==> src/rtl/spi_frame_sender_if.sv <==
// Frame handshake plus SPI pin bundle between a frame source and spi_frame_sender.
// The slave modport is the sender's view; the master modport is the frame source / pin model.
interface spi_frame_sender_if #(
  parameter int DATA_W = 16
);
  logic              tx_valid;
  logic              tx_ready;
  logic [DATA_W-1:0] tx_data;
  logic [DATA_W-1:0] rx_data;
  logic              rx_valid;
  logic              busy;
  logic              cs;
  logic              sclk;
  logic              copi;
  logic              cipo;

  modport master (
    output tx_valid, tx_data, cipo,
    input  tx_ready, rx_data, rx_valid, busy, cs, sclk, copi
  );

  modport slave (
    input  tx_valid, tx_data, cipo,
    output tx_ready, rx_data, rx_valid, busy, cs, sclk, copi
  );
endinterface

==> src/rtl/spi_frame_sender.sv <==
// SPI mode-0 initiator: sends DATA_W-bit frames MSB-first on copi while capturing cipo into rx_data.
// Accept-to-rx_valid latency is CS_SETUP+2*DATA_W*SCLK_HALF+CS_HOLD+1; tx_ready is high only in IDLE.
module spi_frame_sender #(
  parameter int DATA_W    = 16,
  parameter int SCLK_HALF = 2,
  parameter int CS_SETUP  = 2,
  parameter int CS_HOLD   = 2,
  parameter int CS_IDLE   = 2
) (
  input  logic              clk,
  input  logic              reset,
  spi_frame_sender_if.slave bus
);

  localparam int PH_MAX0 = (SCLK_HALF > CS_SETUP) ? SCLK_HALF : CS_SETUP;
  localparam int PH_MAX1 = (CS_HOLD > CS_IDLE) ? CS_HOLD : CS_IDLE;
  localparam int PH_MAX  = (PH_MAX0 > PH_MAX1) ? PH_MAX0 : PH_MAX1;
  localparam int PH_W    = (PH_MAX > 1) ? $clog2(PH_MAX) : 1;
  localparam int BIT_W   = (DATA_W > 1) ? $clog2(DATA_W) : 1;

  localparam logic [PH_W-1:0]  SETUP_LAST = PH_W'(CS_SETUP - 1);
  localparam logic [PH_W-1:0]  HALF_LAST  = PH_W'(SCLK_HALF - 1);
  localparam logic [PH_W-1:0]  HOLD_LAST  = PH_W'(CS_HOLD - 1);
  localparam logic [PH_W-1:0]  GAP_LAST   = PH_W'((CS_IDLE > 0) ? CS_IDLE - 1 : 0);
  localparam logic [BIT_W-1:0] BIT_FIRST  = BIT_W'(DATA_W - 1);

  typedef enum logic [2:0] {
    IDLE  = 3'd0,
    SETUP = 3'd1,
    HIGH  = 3'd2,
    LOW   = 3'd3,
    HOLD  = 3'd4,
    GAP   = 3'd5
  } state_t;

  state_t             state_q, state_d;
  logic [PH_W-1:0]    ph_q, ph_d;
  logic [BIT_W-1:0]   bit_q, bit_d;
  logic [DATA_W-1:0]  tx_sr_q, tx_sr_d;
  logic [DATA_W-1:0]  rx_sr_q, rx_sr_d;
  logic [DATA_W-1:0]  rx_data_q, rx_data_d;
  logic               cs_q, cs_d;
  logic               sclk_q, sclk_d;
  logic               copi_q, copi_d;
  logic               tx_ready_q, tx_ready_d;
  logic               busy_q, busy_d;
  logic               rx_valid_q, rx_valid_d;
  logic               ph_last;
  logic               accept;

  assign accept = bus.tx_valid && tx_ready_q;

  always_ff @(posedge clk or posedge reset) begin
    if (reset) begin
      state_q    <= IDLE;
      ph_q       <= '0;
      bit_q      <= '0;
      tx_sr_q    <= '0;
      rx_sr_q    <= '0;
      rx_data_q  <= '0;
      cs_q       <= 1'b1;
      sclk_q     <= 1'b0;
      copi_q     <= 1'b0;
      tx_ready_q <= 1'b1;
      busy_q     <= 1'b0;
      rx_valid_q <= 1'b0;
    end else begin
      state_q    <= state_d;
      ph_q       <= ph_d;
      bit_q      <= bit_d;
      tx_sr_q    <= tx_sr_d;
      rx_sr_q    <= rx_sr_d;
      rx_data_q  <= rx_data_d;
      cs_q       <= cs_d;
      sclk_q     <= sclk_d;
      copi_q     <= copi_d;
      tx_ready_q <= tx_ready_d;
      busy_q     <= busy_d;
      rx_valid_q <= rx_valid_d;
    end
  end

  always_comb begin
    state_d = state_q;
    ph_d    = ph_q + PH_W'(1);
    bit_d   = bit_q;
    ph_last = 1'b0;
    unique case (state_q)
      IDLE: begin
        ph_d = '0;
        if (accept) begin
          state_d = SETUP;
          bit_d   = BIT_FIRST;
        end
      end
      SETUP: begin
        ph_last = (ph_q == SETUP_LAST);
        if (ph_last) begin
          state_d = HIGH;
          ph_d    = '0;
        end
      end
      HIGH: begin
        ph_last = (ph_q == HALF_LAST);
        if (ph_last) begin
          state_d = LOW;
          ph_d    = '0;
        end
      end
      LOW: begin
        ph_last = (ph_q == HALF_LAST);
        if (ph_last) begin
          ph_d = '0;
          if (bit_q != '0) begin
            state_d = HIGH;
            bit_d   = bit_q - BIT_W'(1);
          end else begin
            state_d = HOLD;
          end
        end
      end
      HOLD: begin
        ph_last = (ph_q == HOLD_LAST);
        if (ph_last) begin
          state_d = (CS_IDLE == 0) ? IDLE : GAP;
          ph_d    = '0;
        end
      end
      GAP: begin
        ph_last = (ph_q == GAP_LAST);
        if (ph_last) begin
          state_d = IDLE;
          ph_d    = '0;
        end
      end
      default: begin
        state_d = IDLE;
        ph_d    = '0;
      end
    endcase
  end

  // Pin outputs follow the next state so every output is a flop yet lines up with its state.
  always_comb begin
    tx_sr_d    = tx_sr_q;
    rx_sr_d    = rx_sr_q;
    rx_data_d  = rx_data_q;
    copi_d     = copi_q;
    rx_valid_d = 1'b0;

    if (accept) begin
      tx_sr_d = bus.tx_data;
      copi_d  = bus.tx_data[DATA_W-1];
      rx_sr_d = '0;
    end

    // Leaving HIGH: sample cipo, and present the next bit as sclk falls.
    if (state_q == HIGH && ph_last) begin
      rx_sr_d = {rx_sr_q[DATA_W-2:0], bus.cipo};
      if (bit_q != '0) begin
        tx_sr_d = {tx_sr_q[DATA_W-2:0], 1'b0};
        copi_d  = tx_sr_q[DATA_W-2];
      end
    end

    if (state_q == HOLD && ph_last) begin
      copi_d     = 1'b0;
      rx_data_d  = rx_sr_q;
      rx_valid_d = 1'b1;
    end

    cs_d       = !(state_d == SETUP || state_d == HIGH || state_d == LOW || state_d == HOLD);
    sclk_d     = (state_d == HIGH);
    tx_ready_d = (state_d == IDLE);
    busy_d     = (state_d != IDLE);
  end

  assign bus.cs       = cs_q;
  assign bus.sclk     = sclk_q;
  assign bus.copi     = copi_q;
  assign bus.tx_ready = tx_ready_q;
  assign bus.busy     = busy_q;
  assign bus.rx_valid = rx_valid_q;
  assign bus.rx_data  = rx_data_q;

endmodule

==> src/flat_wrapper.sv <==
// flat-port wrapper written by rule: the top's interface ports become plain ports
module spi_frame_sender_flat 
#(
  parameter int DATA_W    = 16,
  parameter int SCLK_HALF = 2,
  parameter int CS_SETUP  = 2,
  parameter int CS_HOLD   = 2,
  parameter int CS_IDLE   = 2
)
  (clk, reset, bus_tx_valid, bus_tx_data, bus_cipo, bus_tx_ready, bus_rx_data, bus_rx_valid, bus_busy, bus_cs, bus_sclk, bus_copi);
  spi_frame_sender_if #(.DATA_W(DATA_W)) bus_i ();
  input  logic clk;
  input  logic reset;
  input wire logic [$bits(bus_i.tx_valid)-1:0] bus_tx_valid;
  input wire logic [$bits(bus_i.tx_data)-1:0] bus_tx_data;
  input wire logic [$bits(bus_i.cipo)-1:0] bus_cipo;
  output wire logic [$bits(bus_i.tx_ready)-1:0] bus_tx_ready;
  output wire logic [$bits(bus_i.rx_data)-1:0] bus_rx_data;
  output wire logic [$bits(bus_i.rx_valid)-1:0] bus_rx_valid;
  output wire logic [$bits(bus_i.busy)-1:0] bus_busy;
  output wire logic [$bits(bus_i.cs)-1:0] bus_cs;
  output wire logic [$bits(bus_i.sclk)-1:0] bus_sclk;
  output wire logic [$bits(bus_i.copi)-1:0] bus_copi;
  assign bus_i.tx_valid = bus_tx_valid;
  assign bus_i.tx_data = bus_tx_data;
  assign bus_i.cipo = bus_cipo;
  assign bus_tx_ready = bus_i.tx_ready;
  assign bus_rx_data = bus_i.rx_data;
  assign bus_rx_valid = bus_i.rx_valid;
  assign bus_busy = bus_i.busy;
  assign bus_cs = bus_i.cs;
  assign bus_sclk = bus_i.sclk;
  assign bus_copi = bus_i.copi;
  spi_frame_sender #(.DATA_W(DATA_W), .SCLK_HALF(SCLK_HALF), .CS_SETUP(CS_SETUP), .CS_HOLD(CS_HOLD), .CS_IDLE(CS_IDLE)) u_core (.clk(clk), .reset(reset), .bus(bus_i));
endmodule
==> config.mk <==
export PLATFORM = sky130hd
export DESIGN_NAME = spi_frame_sender_flat
export DESIGN_NICKNAME = d
export VERILOG_FILES = /design/src/rtl/spi_frame_sender_if.sv /design/src/rtl/spi_frame_sender.sv /design/src/flat_wrapper.sv
export SDC_FILE = /design/constraint.sdc
export NUM_CORES = 1
export LEC_CHECK = 0
export ABC_AREA = 1
export CELL_PAD_IN_SITES_DETAIL_PLACEMENT = 0
export CELL_PAD_IN_SITES_GLOBAL_PLACEMENT = 1
export CORE_UTILIZATION = 30
export CTS_BUF_LIST = sky130_fd_sc_hd__clkbuf_2 sky130_fd_sc_hd__clkbuf_4 sky130_fd_sc_hd__clkbuf_8
export CTS_CLUSTER_DIAMETER = 120
export DETAILED_ROUTE_END_ITERATION = 12
export PLACE_DENSITY_LB_ADDON = 0.1
export SLEW_MARGIN = 20
export SYNTH_ARGS = -nofsm -noshare
export SYNTH_HDL_FRONTEND = slang
export SYNTH_SLANG_ARGS = --single-unit
==> constraint.sdc <==
create_clock -name clk -period 4.48 [get_ports clk]
set_input_delay 0.896 -clock clk [delete_from_list [all_inputs] [get_ports clk]]
set_output_delay 0.896 -clock clk [all_outputs]
set_load 0.01 [all_outputs]
==> run_results.csv <==
group,metric,value,unit
global_routing,met1_usage,0.201,
synthesis,synth.distinct_cells,24,
sta,maxSlewViolCount,0,
synthesis,synth_area,0.00261,sq mm
min_path,hp-start,"u_core.tx_sr_q[3]$_DFF_PP0_",
critical_path,arrival,2.81,ns
global_routing,grt_overflow,0,
global_routing,top_usage_layer,"met2",
detailed_routing,avgRoutedWirePerCell,12.6,um
critical_path,cpMaxStageDelayCell,"clkinv_1",
layout,post-route-util,0.403,
critical_path,crit_type,"input pin to flop",
detailed_routing,firstDrtPassIters,4,
min_path,hp-class,"flop to flop",
synthesis,syn_avg_cell_area,8.50,sq um
layout,drive_gt1_frac,0.0761,
sta,hold-worst-slack,0.467,ns
layout,fillers,876,
sta,relSlewSlack,0.507,
sta,skew,0.00731,ns
clock_tree,clock_sinks,61,
synthesis,synth_top_area_frac,0.566,
sta,period_minus_slack,2.58,ns
clock_tree,post_cts_buffers,0,
power,power_density,650,mW/mm^2
critical_path,path_cells,"clkdlybuf4s50_1 -> nand2_2 -> clkinv_1 -> nand3_1 -> nand2_1 -> nand2_1 -> inv_1 -> nand2_1 -> nand2_1",
floorplanning,dieArea,0.00907,sq mm
floorplanning,rows,33,
synthesis,seq_area_frac_synth,0.586,
synthesis,syn_inst,307,
global_routing,grtUsageMet2,0.213,
floorplanning,core,0.00830,sq mm
sta,tightest_slew,0.738,ns
clock_tree,cts_tree,"yes",
floorplanning,die_x,95.3,um
critical_path,r2r-start,"u_core.bus.tx_ready$_DFF_PP1_",
critical_path,worst-path-buf-inv,3,
synthesis,synthTopCellsByArea,"dfrtp_1 57%, nand2_1 19%, inv_1 4.5%, o21ai_0 4.2%, o22ai_1 3.6%",
placement,place_congestion,0.761,
layout,layout_common_cells,"128 x nand2_1, 59 x dfrtp_1, 41 x clkdlybuf4s50_1",
synthesis,synth_fp_nets,328,
sta,fmax,0.387,GHz
clock_tree,htreeDepth,3,
detailed_routing,routed_wl,5.82,mm
floorplanning,initial_core_util,0.314,
clock_tree,clk_path_buf_depth,2,
power,irDropWorstVdd,0.257,mV
floorplanning,fp.dieH,95.3,um
clock_tree,cts_root_buf,"clkbuf_8",
clock_tree,cts_resized,0,
detailed_routing,avgViaCountPerCell,4.39,
critical_path,r2r_cells,8,
critical_path,worst-r2r-setup-slack,2.52,ns
critical_path,worstPathRequired,4.70,ns
synthesis,synth_seq_cells,61,
global_routing,use_met3,0.0407,
layout,stdcell_count,460,
critical_path,critPathCaptureType,"flop",
global_routing,grt_max_degree,36,
layout,areaGrowthSynthToFinish,28.2,%
global_routing,grt_pass1_wl,9.75,mm
layout,nNetsFinal,371,
sta,finalSetupViolations,0,
layout,antenna_cells,0,
global_routing,grt_pass1_vias,2040,
placement,dp_hpwl,3.71,mm
detailed_routing,drt-initial-drc-count,76,
job,maxCapViolations,0,
floorplanning,ios,42,
critical_path,cp_common_cell,"nand2_1",
critical_path,max_stage_delay,0.51,ns
detailed_routing,ant_nets,0,
clock_tree,cts-buffers-inserted,9,
global_routing,grt_usage,0.143,
min_path,min_delay_path_depth,2,
detailed_routing,vias,2018,
outcome,status,"complete, no violations",
critical_path,setup.worst_path.start_class,"input pin",
placement,port_buffers,41,
min_path,worst_hold_path.endpoint,"u_core.tx_sr_q[4]$_DFF_PP0_",
critical_path,cp_top_family,"buffers and inverters",
sta,hold_violations,0,
power,leakagePower,1.68,nW
synthesis,yosysWarnings,0,
clock_tree,clk_latency,0.33,ns
clock_tree,path_clk_slew,0.07,ns
layout,final_common_cell,"nand2_1",
critical_path,rr_endpoint,"u_core.bit_q[3]$_DFFE_PP0P_",
placement,post-place-cells,444,
sta,finalCritPeriodShare,0.576,
power,p_total,2.17,mW
sta,tns,0,ns
sta,rsz0062_at_grt,"false",
clock_tree,cts_hold_repair.buffers,0,
critical_path,critPathMaxFanout,18,
global_routing,antenna_found_initial,0,
detailed_routing,drc_errors,0,
synthesis,synth_top_area_cell,"dfrtp_1",
## metal layers
metal / wire, um / vias to the layer above / share of wire
met2: 2490 / 34 / 0.43
met3: 218 / 4 / 0.037
met5: 0 / - / 0
li1: - / 1039 / -
met1: 3050 / 941 / 0.52
met4: 58 / 0 / 0.010
## layout make-up
type | instances | area (sq um) | share of cell area
sequential | 61 | 1530 | 0.457
multi-input combinational | 203 | 898 | 0.269
timing repair buffer | 42 | 418 | 0.125
tap | 105 | 131 | 0.0393
clock buffer | 9 | 124 | 0.0370
inverter | 33 | 124 | 0.0370
clock inverter | 7 | 121 | 0.0363
## Yosys cell counts
cell,number
nand2_2,1
clkinv_1,1
buf_4,1
dfstp_2,2
or2_2,1
o22ai_1,15
a21oi_4,1
buf_2,3
xor2_1,1
nand2_1,129
buf_1,1
nand3_4,1
nor2_4,1
inv_1,31
ha_1,1
nor2_1,18
o21ai_0,22
buf_6,2
nand4_1,1
clkbuf_1,3
dfrtp_1,59
inv_2,1
a21oi_1,2
nand3_1,9
## tightest hold or removal path: cells and delay by family, from the launching register on
family,cells,cell delay (ns)
DFF,1,0.34
and+or+nand+nor,2,0.10
## cells by family after synthesis
| family | count (synthesis) | share of synthesized area |
|---|---|---|
| AO/OA/AOI/OAI | 40 | 0.0883 |
| flip-flops | 61 | 0.586 |
| AND/OR/NAND/NOR | 161 | 0.247 |
| adder cells (fa/ha/maj) | 1 | 0.00480 |
| XOR/XNOR | 1 | 0.00336 |
| buffers and inverters | 43 | 0.0705 |
## worst max path at each step
stage | from | to | depth (start not counted)
3_5_place_dp | bus_tx_valid | u_core.bit_q[3]$_DFFE_PP0P_ | 9
6_report | bus_tx_valid | u_core.bit_q[3]$_DFFE_PP0P_ | 9
5_1_grt | bus_tx_valid | u_core.bus.tx_ready$_DFF_PP1_ | 8
3_3_place_gp | bus_tx_valid | u_core.bit_q[3]$_DFFE_PP0P_ | 9
2_1_floorplan | reset | u_core.bit_q[0]$_DFFE_PP0P_ | 1
4_1_cts | bus_tx_valid | u_core.bit_q[3]$_DFFE_PP0P_ | 9
## state kept, by name, summed over array words and instances (netlist names)
name,cells
u_core.bus.sclk,1
u_core.rx_sr_q,16
u_core.ph_q,1
u_core.bus.rx_valid,1
u_core.bus.cs,1
u_core.state_q,3
u_core.tx_sr_q,15
u_core.bus.tx_ready,1
u_core.bit_q,4
u_core.bus.rx_data,16
u_core.bus.busy,1
u_core.bus.copi,1
## per-stage QoR
step	setup slack, ns	instance area [sq um]
4_1_cts	1.86	3340
3_5_place_dp	1.50	3100
3_3_place_gp	1.58	3100
6_report	1.90	3350
2_1_floorplan	2.07	2610
5_1_grt	1.65	3350
## power by group
group	switching, mW	total (mW)	internal, mW
registers	0.119	0.854	0.735
clock network	0.230	0.602	0.372
logic	0.420	0.717	0.297
total	0.769	2.17	1.40
Power figures use the tool's default switching activity.
